--- src/rtl/led_scan_bcd_if.sv ---
// rtl/led_scan_bcd_if.sv - load/busy handshake and display bus for led_scan_bcd
//
// Signals:
//   bin_in   : 14-bit binary value, sampled on an accepted load
//   load     : conversion request, accepted only while busy = 0
//   blank_lz : 1 = suppress leading zeros
//   busy     : conversion in progress
//   ovf      : last accepted value exceeded 9999 and was saturated
//   num      : BCD code of the selected digit
//   dig_sel  : one-cold digit enable, digit 0 = ones
// Modports: master drives the request side, slave is the converter/scanner.

interface led_scan_bcd_if;
    logic [13:0] bin_in;
    logic        load;
    logic        blank_lz;
    logic        busy;
    logic        ovf;
    logic [3:0]  num;
    logic [3:0]  dig_sel;

    modport master (
        output bin_in, load, blank_lz,
        input  busy, ovf, num, dig_sel
    );

    modport slave (
        input  bin_in, load, blank_lz,
        output busy, ovf, num, dig_sel
    );
endinterface

--- src/rtl/led_scan_bcd.sv ---
// rtl/led_scan_bcd.sv - binary to BCD converter with 4-digit multiplexed display scanner
//
// Ports:
//   clk   : system clock, rising edge
//   rst_n : asynchronous active-low reset
//   bus   : led_scan_bcd_if.slave (bin_in, load, blank_lz in; busy, ovf, num, dig_sel out)
// Parameter:
//   SCAN_DIV : clock cycles each digit stays selected (>= 2)

module led_scan_bcd #(
    parameter int SCAN_DIV = 50000
) (
    input  logic           clk,
    input  logic           rst_n,
    led_scan_bcd_if.slave  bus
);

    localparam int DW = (SCAN_DIV > 2) ? $clog2(SCAN_DIV) : 1;
    localparam logic [DW-1:0] DIV_MAX = DW'(SCAN_DIV - 1);

    typedef enum logic {
        IDLE = 1'b0,
        CONV = 1'b1
    } state_t;

    state_t      state_q, state_d;
    logic [13:0] sreg_q, sreg_d;
    logic [15:0] acc_q, acc_d;
    logic [3:0]  cnt_q, cnt_d;
    logic        pend_q, pend_d;
    logic [15:0] digits_q, digits_d;
    logic        ovf_q, ovf_d;
    logic [15:0] adj;

    logic [DW-1:0] div_q;
    logic [1:0]    idx_q;

    logic        over;
    logic [13:0] sat;

    assign over = (bus.bin_in > 14'd9999);
    assign sat  = over ? 14'd9999 : bus.bin_in;

    // Double-dabble correction: every nibble >= 5 gets +3 before the shift.
    always_comb begin
        adj = acc_q;
        for (int i = 0; i < 4; i++) begin
            if (acc_q[4*i +: 4] >= 4'd5) begin
                adj[4*i +: 4] = acc_q[4*i +: 4] + 4'd3;
            end
        end
    end

    always_ff @(posedge clk or negedge rst_n) begin
        if (!rst_n) begin
            state_q  <= IDLE;
            sreg_q   <= '0;
            acc_q    <= '0;
            cnt_q    <= '0;
            pend_q   <= 1'b0;
            digits_q <= '0;
            ovf_q    <= 1'b0;
        end else begin
            state_q  <= state_d;
            sreg_q   <= sreg_d;
            acc_q    <= acc_d;
            cnt_q    <= cnt_d;
            pend_q   <= pend_d;
            digits_q <= digits_d;
            ovf_q    <= ovf_d;
        end
    end

    always_comb begin
        state_d  = state_q;
        sreg_d   = sreg_q;
        acc_d    = acc_q;
        cnt_d    = cnt_q;
        pend_d   = pend_q;
        digits_d = digits_q;
        ovf_d    = ovf_q;
        unique case (state_q)
            IDLE: begin
                if (bus.load) begin
                    state_d = CONV;
                    sreg_d  = sat;
                    pend_d  = over;
                    acc_d   = '0;
                    cnt_d   = '0;
                end
            end
            CONV: begin
                acc_d  = {adj[14:0], sreg_q[13]};
                sreg_d = {sreg_q[12:0], 1'b0};
                cnt_d  = cnt_q + 4'd1;
                if (cnt_q == 4'd13) begin
                    // Digits and ovf are committed together so the scanner
                    // never sees a half-converted value.
                    state_d  = IDLE;
                    digits_d = {adj[14:0], sreg_q[13]};
                    ovf_d    = pend_q;
                end
            end
            default: state_d = IDLE;
        endcase
    end

    // Free-running scanner, independent of the conversion FSM.
    always_ff @(posedge clk or negedge rst_n) begin
        if (!rst_n) begin
            div_q <= '0;
            idx_q <= 2'd0;
        end else if (div_q == DIV_MAX) begin
            div_q <= '0;
            idx_q <= idx_q + 2'd1;
        end else begin
            div_q <= div_q + 1'b1;
        end
    end

    logic [3:0] cur;
    logic       blank;

    always_comb begin
        cur   = 4'd0;
        blank = 1'b0;
        unique case (idx_q)
            2'd0: begin
                cur   = digits_q[3:0];
                blank = 1'b0;
            end
            2'd1: begin
                cur   = digits_q[7:4];
                blank = (digits_q[15:4] == 12'd0);
            end
            2'd2: begin
                cur   = digits_q[11:8];
                blank = (digits_q[15:8] == 8'd0);
            end
            2'd3: begin
                cur   = digits_q[15:12];
                blank = (digits_q[15:12] == 4'd0);
            end
            default: begin
                cur   = 4'd0;
                blank = 1'b0;
            end
        endcase
    end

    // A blanked digit still drives num (it is 0 by construction).
    assign bus.num     = cur;
    assign bus.dig_sel = (bus.blank_lz && blank) ? 4'b1111 : ~(4'b0001 << idx_q);
    assign bus.busy    = (state_q == CONV);
    assign bus.ovf     = ovf_q;

endmodule

--- src/flat_wrapper.sv ---
// flat-port wrapper written by rule: the top's interface ports become plain ports
module led_scan_bcd_flat 
#(
    parameter int SCAN_DIV = 50000
)
  (clk, rst_n, bus_bin_in, bus_load, bus_blank_lz, bus_busy, bus_ovf, bus_num, bus_dig_sel);
  led_scan_bcd_if bus_i ();
  input  logic clk;
  input  logic rst_n;
  input wire logic [$bits(bus_i.bin_in)-1:0] bus_bin_in;
  input wire logic [$bits(bus_i.load)-1:0] bus_load;
  input wire logic [$bits(bus_i.blank_lz)-1:0] bus_blank_lz;
  output wire logic [$bits(bus_i.busy)-1:0] bus_busy;
  output wire logic [$bits(bus_i.ovf)-1:0] bus_ovf;
  output wire logic [$bits(bus_i.num)-1:0] bus_num;
  output wire logic [$bits(bus_i.dig_sel)-1:0] bus_dig_sel;
  assign bus_i.bin_in = bus_bin_in;
  assign bus_i.load = bus_load;
  assign bus_i.blank_lz = bus_blank_lz;
  assign bus_busy = bus_i.busy;
  assign bus_ovf = bus_i.ovf;
  assign bus_num = bus_i.num;
  assign bus_dig_sel = bus_i.dig_sel;
  led_scan_bcd #(.SCAN_DIV(SCAN_DIV)) u_core (.clk(clk), .rst_n(rst_n), .bus(bus_i));
endmodule
--- config.mk ---
export PLATFORM = sky130hd
export DESIGN_NAME = led_scan_bcd_flat
export DESIGN_NICKNAME = d
export VERILOG_FILES = /design/src/rtl/led_scan_bcd_if.sv /design/src/rtl/led_scan_bcd.sv /design/src/flat_wrapper.sv
export SDC_FILE = /design/constraint.sdc
export NUM_CORES = 1
export LEC_CHECK = 0
export CAP_MARGIN = 20
export CELL_PAD_IN_SITES_DETAIL_PLACEMENT = 0
export CELL_PAD_IN_SITES_GLOBAL_PLACEMENT = 1
export CORE_MARGIN = 3
export CORE_UTILIZATION = 50
export CTS_CLUSTER_DIAMETER = 120
export CTS_CLUSTER_SIZE = 30
export DETAILED_ROUTE_END_ITERATION = 7
export GPL_ROUTABILITY_DRIVEN = 0
export PLACE_DENSITY_LB_ADDON = 0.1
export SETUP_SLACK_MARGIN = 0.1
export SYNTH_ARGS = -nofsm -noshare
export SYNTH_HDL_FRONTEND = slang
export SYNTH_SLANG_ARGS = --single-unit
--- constraint.sdc ---
create_clock -name clk -period 5.15 [get_ports clk]
set_input_delay 1.03 -clock clk [delete_from_list [all_inputs] [get_ports clk]]
set_output_delay 1.03 -clock clk [all_outputs]
set_load 0.005 [all_outputs]
==> flow_summary.yaml, run 1 <==
critical_path:
  crit_arrival_ns: 2.30
  path_class: "in2out"
  r2r_slack_ns: 3.11
  cp.required_ns: 4.12
  crit_fanout: 3
  rr_endpoint: "u_core.div_q[10]"
  startpoint_type: "primary input"
  worstRegToRegCells: 4
  endpoint_kind: "output pin"
  reg2reg_from: "u_core.div_q[5]"
layout:
  fillCellCount: 626
  utilization_pct: 60.4
  register_area_um2: 1780
  areaGrowthSynthToFinish_pct: 13.9
  layout_commonest_cell: "dfrtp_1"
  nets: 418
  most-common-layout-cells: "dfrtp_1 (70), nand2_1 (39), o21ai_0 (28)"
  diodes: 0
  drive_above_1_share_pct: 9.00
  design_area_um2: 4220
  multi_input_area_um2: 1800
timing:
  setup_viol: 0
  holdWs_ns: 0.483
  period_needed_ns: 3.33
  worst_pin_slew_ns: 0.848
  finalCritPeriodShare_pct: 64.8
  fin_setup_tns_ns: 0
  max_freq_ghz: 0.300
  slew_headroom_pct: 43.5
  slew_viol_final: 0
  finalHoldViolations: 0
  rsz0062_at_grt: "false"
  clock_skew_ns: 0.00854
detailed_routing:
  antenna_left: 0
  via_per_inst: 5.39
  post-route-drc-count: 0
  drtIter0Drc: 121
  routedWlPerCell_um: 14.2
  drt_wl_total_um: 6880
  via_count: 2615
  drt-pass1-iter-count: 6
cts:
  clk_pin_slew_worst_paths_ns: 0.07
  cts_resized: 0
  clockRootBuffer: "clkbuf_8"
  htreeDepth: 3
  cts_made_buffers: 9
  tritoncts: "done"
  cts_sinks: 71
  cts_setup_buffers: 0
  cts_buffer_depth: 2
  postCtsHoldBufs: 0
  clock_latency_ns: 0.34
yosys:
  synth-seq-cells: 71
  postSynthAreaPerCell_um2: 10.4
  syn_nets: 390
  seq_area_frac_synth_pct: 48.0
  synthArstFlopShare_pct: 100
  yosysWarnings: 0
  syn-cell-area_um2: 3700
  synthFlopType: "dfrtp_1"
  synth_edf_count: 0
  synth_cells: 356
  ys_types: 39
pwr:
  vdd_drop_max_mv: 0.332
  leakage_nw: 2.05
  totalPowerFinal_mw: 2.00
  pwr_density_cell_nw_per_um2: 474
floorplanning:
  die-area_um2: 8470
  die_y_um: 92.1
  start_util_pct: 53.0
  pin_count: 28
  rows: 30
  coreArea_um2: 6980
  die_w_um: 92.1
global_routing:
  grt_use_total_pct: 17.8
  overflow: 0
  grt_start_max_net_pins: 54
  grt_pass1_vias: 2630
  grt_pass1_wl_um: 12100
  antenna_found_initial: 0
placed_design:
  placed_area_um2: 4060
  hpwl_um: 4820
  port_buffers: 27
flow_run:
  maxCapViolCount: 0
worst_hold_path:
  hold_path_depth: 2
  min_from: "u_core.pend_q"
  hold_path.class: "reg2reg"
  hold_path_end: "u_core.pend_q"
status:
  status: "complete, no violations"
## final cells by class
class / instances / area share [%]
Multi-Input combinational cell: 254 / 42.7
Clock buffer: 12 / 3.21
Clock inverter: 4 / 0.534
Timing Repair Buffer: 31 / 7.01
Inverter: 17 / 1.51
Sequential cell: 71 / 42.2
Tap cell: 96 / 2.85
## critical path, stage by stage
cell             delay, ns
clkdlybuf4s50_1       0.46
nand3b_1              0.11
o21ai_0               0.19
clkdlybuf4s50_1       0.52
## kinds of logic after synthesis
group                      synth area share (%)
and+or+nand+nor                            17.9
DFF                                        48.0
AOI/OAI and AO/OA                          10.2
muxes                                      11.3
buffers and inverters                      3.38
xor gates and xnor gates                   3.78
adders and majority gates                  5.41
## cell usage after synthesis (11+ instances only)
cell / number / share of area, %
a21oi_1: 15 / 2.0
clkbuf_1: 12 / 1.2
dfrtp_1: 71 / 48
ha_1: 16 / 5.4
inv_1: 17 / 1.7
mux2_2: 13 / 4.0
mux2i_1: 27 / 7.3
nand2_1: 39 / 4.0
nand2b_1: 20 / 3.4
nor2_1: 12 / 1.2
nor3b_1: 13 / 2.6
o21ai_0: 28 / 3.8
xnor2_1: 11 / 2.6
## worst max-delay path by stage
stage	start	end	cells past startpoint
2_1_floorplan	u_core.idx_q[0]	bus_dig_sel[1]	6
5_1_grt	u_core.idx_q[0]	bus_dig_sel[1]	6
3_5_place_dp	bus_blank_lz	bus_dig_sel[1]	4
3_3_place_gp	bus_blank_lz	bus_dig_sel[2]	4
4_1_cts	u_core.idx_q[0]	bus_dig_sel[1]	6
6_report	bus_blank_lz	bus_dig_sel[1]	4
## state kept, by name, indices dropped and copies added (netlist names)
| signal | count |
|---|---|
| u_core.bus.ovf | 1 |
| u_core.sreg_q | 14 |
| u_core.digits_q | 16 |
| u_core.idx_q | 2 |
| u_core.bus.busy | 1 |
| u_core.cnt_q | 4 |
| u_core.acc_q | 16 |
| u_core.div_q | 16 |
| u_core.pend_q | 1 |
## per-layer routing
metal  part of all wire, %  track usage, %
met5                     0               0
met4                   1.5            8.17
met3                   3.9            2.87
met2                    44            26.1
met1                    50            25.8
## per-stage QoR
stage / instances / worst slack, ns
final: 485 / 1.82
after global routing: 485 / 1.68
after CTS: 485 / 1.79
after detailed placement: 469 / 1.81
after global placement: 469 / 1.86
after floorplan: 356 / 2.74
## power breakdown
group	internal (mW)	switching (mW)	total, mW
Combinational	0.367	0.371	0.738
Sequential	0.740	0.147	0.887
Clock	0.173	0.200	0.373
(Power assumes the default switching activity.)
==> run 2, diff against run 1 <==
- CORE_UTILIZATION: 50 -> 46
- clock period: 5.15 -> 3.1 ns (I/O delays scaled with it)
==> flow_summary.yaml, run 2 (same netlist as run 1, synthesis figures left out) <==
pwr:
  swShare_pct: 34.8
  sequentialPowerShare_pct: 43.1
  pwr_density_cell_nw_per_um2: 799
  leakage_nw: 2.07
  intPower_mw: 2.23
  vdd_drop_max_mv: 0.358
  p_sw_mw: 1.19
  p_comb_share_pct: 36.1
  pwr-share-clk_pct: 20.9
global_routing:
  antenna_found_initial: 0
  grt_start_max_net_pins: 38
  overflow: 0
  grt_use_total_pct: 16.9
  grt_pass1_wl_um: 11900
  grt_pass1_vias: 2517
detailed_routing:
  post-route-drc-count: 0
  via_count: 2637
  via_per_inst: 5.36
  routedWlPerCell_um: 14.4
  drt-pass1-iter-count: 5
  drtIter0Drc: 113
  drt_wl_total_um: 7080
  antenna_left: 0
cts:
  cts_made_buffers: 9
  clk_pin_slew_worst_paths_ns: 0.08
  clockRootBuffer: "clkbuf_8"
  tritoncts: "done"
  cts_sinks: 71
  htreeDepth: 3
  clock_latency_ns: 0.34
  cts_buffer_depth: 2
  postCtsHoldBufs: 0
timing:
  fin_setup_tns_ns: 0
  rsz0062_at_grt: "false"
  finalCritPeriodShare_pct: 91.3
  clock_skew_ns: 0.00985
  holdWs_ns: 0.217
  slew_viol_final: 0
  worst_pin_slew_ns: 0.720
  slew_headroom_pct: 51.7
  setup_viol: 0
  period_needed_ns: 2.83
  max_freq_ghz: 0.353
  finalHoldViolations: 0
layout:
  final_cells: 492
  multi_input_area_um2: 1800
  largestRegisters: "u_core.acc_q (16), u_core.digits_q (16), u_core.div_q (16)"
  areaGrowthSynthToFinish_pct: 15.5
  fillCellCount: 701
  drive_above_1_share_pct: 10.3
  layout_commonest_cell: "dfrtp_1"
  design_area_um2: 4280
  most-common-layout-cells: "dfrtp_1 (70), nand2_1 (39), o21ai_0 (28)"
  register_area_um2: 1780
  nets: 421
  diodes: 0
placed_design:
  hpwl_um: 4940
  dpl.cell_count: 478
  port_buffers: 27
  placed_area_um2: 4090
worst_hold_path:
  hold_path.class: "in2async"
floorplanning:
  die-area_um2: 9160
  die_w_um: 95.7
  start_util_pct: 47.7
  rows: 32
  coreArea_um2: 7770
  die_y_um: 95.7
  pin_count: 28
critical_path:
  worstRegToRegCells: 4
  cp.required_ns: 2.48
  startpoint_type: "flop"
  r2r_slack_ns: 1.01
  endpoint_kind: "output pin"
  crit_fanout: 5
  rr_endpoint: "u_core.div_q[10]"
  path_cells: "inv_1, ha_2, nor4_1, nand3b_1, o21ai_0, clkdlybuf4s50_1"
  reg2reg_from: "u_core.div_q[5]"
  slowest_stage: "clkdlybuf4s50_1"
  path_delay_family: "buffers and inverters"
  path_buf_inv: 2
  path_class: "reg2out"
  crit_arrival_ns: 2.21
  cpPeakStageDelay_ns: 0.52
flow_run:
  maxCapViolCount: 0
status:
  status: "complete, no violations"
run 2: changes by cell type in the layout (fill, tap and decap cells not counted):
cell       delta
buf_4         +3
bufinv_16     +1
clkinv_2      -1
clkbuf_1      -3
ha_2          +1
ha_1          -1
clkbuf_8      +1
run 2: per-layer routing:
| metal | vias up | global-route usage, % | wire length [um] |
|---|---|---|---|
| li1 | 1309 | - | - |
| met1 | 1270 | 24.6 | 3690 |
| met2 | 48 | 24.1 | 3010 |
| met3 | 10 | 5.08 | 280 |
| met4 | 0 | 5.57 | 96 |
| met5 | - | 0 | 0 |
run 2: through the flow:
step	util (%)	total power, mW	setup slack (ns)
finish	55.0	3.42	0.270
global route	55.0	3.72	0.121
CTS	55.0	3.46	0.179
detailed placement	52.6	2.73	0.566
global placement	52.6	2.69	0.614
floorplan	-	2.35	1.10
run 2: layout make-up:
cell class / count / share of cell area, %
Clock buffer: 10 / 3.22
Clock inverter: 4 / 1.11
Inverter: 17 / 1.49
Multi-Input combinational cell: 254 / 42.2
Sequential cell: 71 / 41.6
Tap cell: 102 / 2.99
Timing Repair Buffer: 34 / 7.43
run 2: power groups by stage:
| stage | Combinational (mW) | Clock, mW | Sequential, mW |
|---|---|---|---|
| after floorplan | 0.942 | 0 | 1.41 |
| after global placement | 1.21 | 0 | 1.48 |
| after detailed placement | 1.25 | 0 | 1.48 |
| after CTS | 1.25 | 0.741 | 1.47 |
| after global routing | 1.43 | 0.775 | 1.52 |
| final | 1.23 | 0.714 | 1.47 |
run 2: worst max path at each step:
stage | from | to | slack, ns | cells past startpoint
global route | u_core.idx_q[0] | bus_dig_sel[1] | 0.12 | 6
global placement | bus_blank_lz | bus_dig_sel[1] | 0.61 | 4
detailed placement | u_core.idx_q[0] | bus_dig_sel[1] | 0.57 | 6
CTS | u_core.idx_q[0] | bus_dig_sel[1] | 0.18 | 6
floorplan | u_core.idx_q[0] | bus_dig_sel[1] | 1.10 | 6
finish | u_core.idx_q[0] | bus_dig_sel[1] | 0.27 | 6
run 2: repair_timing:
| action | 4_1_cts | 5_1_grt |
|---|---|---|
| gates resized for setup | 0 | 1 |
| setup endpoints to repair | 0 | 2 |
| setup buffers | 0 | 0 |
==> run 3, diff against run 2 <==
- CORE_UTILIZATION: 46 -> 48
- CTS_BUF_LIST: unset -> sky130_fd_sc_hd__clkbuf_4
==> flow_summary.yaml, run 3 (same netlist as run 1, synthesis figures left out) <==
worst_hold_path:
  hold_path.class: "in2async"
status:
  status: "complete, no violations"
critical_path:
  endpoint: "bus_dig_sel[1]"
  worstRegToRegCells: 4
  reg2reg_from: "u_core.div_q[5]"
  r2r_slack_ns: 1.01
  path_cells: "inv_1, ha_4, nor4_2, nand3b_1, o21ai_0, clkdlybuf4s50_1"
  crit_arrival_ns: 2.27
  path_delay_family: "buffers and inverters"
  cpPeakStageDelay_ns: 0.53
  setup.worst_path.start: "u_core.idx_q[0]"
  endpoint_kind: "output pin"
  rr_endpoint: "u_core.div_q[10]"
  startpoint_type: "flop"
  crit_fanout: 5
  slowest_stage: "clkdlybuf4s50_1"
  path_buf_inv: 2
  cp.required_ns: 2.48
  path_class: "reg2out"
  crit_cells: 6
floorplanning:
  start_util_pct: 50.2
  die_w_um: 93.8
  coreArea_um2: 7370
  die_y_um: 93.8
  pin_count: 28
  rows: 31
  die-area_um2: 8800
timing:
  finalHoldViolations: 0
  max_freq_ghz: 0.346
  slew_viol_final: 0
  finalCritPeriodShare_pct: 93.3
  rsz0062_at_grt: "false"
  clock_skew_ns: 0.0128
  slew_headroom_pct: 51.9
  worst_pin_slew_ns: 0.716
  period_needed_ns: 2.89
  fin_setup_tns_ns: 0
  setup_viol: 0
detailed_routing:
  drt_wl_total_um: 7020
  post-route-drc-count: 0
  via_count: 2644
  routedWlPerCell_um: 14.3
  antenna_left: 0
  drt-pass1-iter-count: 4
  drtIter0Drc: 128
  via_per_inst: 5.38
cts:
  clock_latency_ns: 0.41
  htreeDepth: 3
  clk_pin_slew_worst_paths_ns: 0.12
  cts_buffer_depth: 2
  clockRootBuffer: "clkbuf_4"
  tritoncts: "done"
  cts_made_buffers: 9
  cts_sinks: 71
  postCtsHoldBufs: 0
layout:
  largestRegisters: "u_core.acc_q (16), u_core.digits_q (16), u_core.div_q (16)"
  fillCellCount: 674
  register_area_um2: 1780
  areaGrowthSynthToFinish_pct: 15.5
  layout_commonest_cell: "dfrtp_1"
  drive_above_1_share_pct: 10.7
  utilization_pct: 58.0
  nets: 422
  multi_input_area_um2: 1820
  most-common-layout-cells: "dfrtp_1 (70), nand2_1 (39), mux2i_1 (27), o21ai_0 (27), clkdlybuf4s50_1 (26)"
  diodes: 0
flow_run:
  maxCapViolCount: 0
global_routing:
  grt_use_total_pct: 17.1
  grt_start_max_net_pins: 38
  grtUsageMet2_pct: 24.8
  grt_pass1_wl_um: 11900
  grt_busiest_layer: "met2"
  gr-usage-met3_pct: 3.85
  grt_pass1_vias: 2493
  overflow: 0
  gr-usage-met1_pct: 24.8
  antenna_found_initial: 0
pwr:
  totalPowerFinal_mw: 3.34
  pwr_density_cell_nw_per_um2: 781
  leakage_nw: 2.06
  vdd_drop_max_mv: 0.436
placed_design:
  port_buffers: 27
  hpwl_um: 4930
[run 3: changes by cell type in the layout (fill, tap and decap cells not counted), moves of 2 or more]
cell,before,now
clkinvlp_4,1,3
clkbuf_4,0,9
clkbuf_8,10,0
clkinv_2,2,0
[run 3: worst min-delay path by stage]
| stage | start | endpoint | slack, ns | cells after the start |
|---|---|---|---|---|
| 2_1_floorplan | rst_n | u_core.acc_q[0] | 0.32 | 0 |
| 3_3_place_gp | u_core.pend_q | u_core.pend_q | 0.46 | 2 |
| 3_5_place_dp | u_core.pend_q | u_core.pend_q | 0.47 | 2 |
| 4_1_cts | rst_n | u_core.div_q[0] | 0.19 | 1 |
| 5_1_grt | rst_n | u_core.div_q[0] | 0.21 | 1 |
| 6_report | rst_n | u_core.div_q[0] | 0.20 | 1 |
[run 3: through the flow]
step	hold WS (ns)	setup WS [ns]	cell area, um^2	instances
after floorplan	0.324	1.10	3700	356
after global placement	0.459	0.616	4100	475
after detailed placement	0.468	0.546	4100	475
after CTS	0.192	0.152	4250	490
after global routing	0.214	0.0811	4280	491
final	0.199	0.207	4280	491
[run 3: final cells by class]
cell class / count / share of cell area (%)
multi-input combinational: 254 / 42.5
sequential: 71 / 41.6
timing repair buffer: 35 / 7.90
tap: 99 / 2.90
clock inverter: 6 / 2.02
clock buffer: 9 / 1.58
inverter: 17 / 1.49
[run 3: repair_timing]
item	4_1_cts	5_1_grt
resized for setup	1	3
setup buffers	0	1
endpoints found under the setup margin	2	2
[run 3: power breakdown]
part	leakage, nW	switching, mW	internal, mW
Clock	0.0717	0.325	0.320
Combinational	1.08	0.562	0.613
Sequential	0.911	0.293	1.23
[run 3: worst register-to-register path, stage by stage (launching register included)]
cell and delay [ns]:
dfrtp_1 0.45, or4b_4 0.56, nor4_4 0.63, nor2_1 0.08
mux2_2 0.28
[run 3: per-layer routing]
metal | part of all wire [%] | vias up
li1 | - | 1314
met1 | 51 | 1279
met2 | 44 | 40
met3 | 3.2 | 11
met4 | 1.8 | 0
met5 | 0 | -
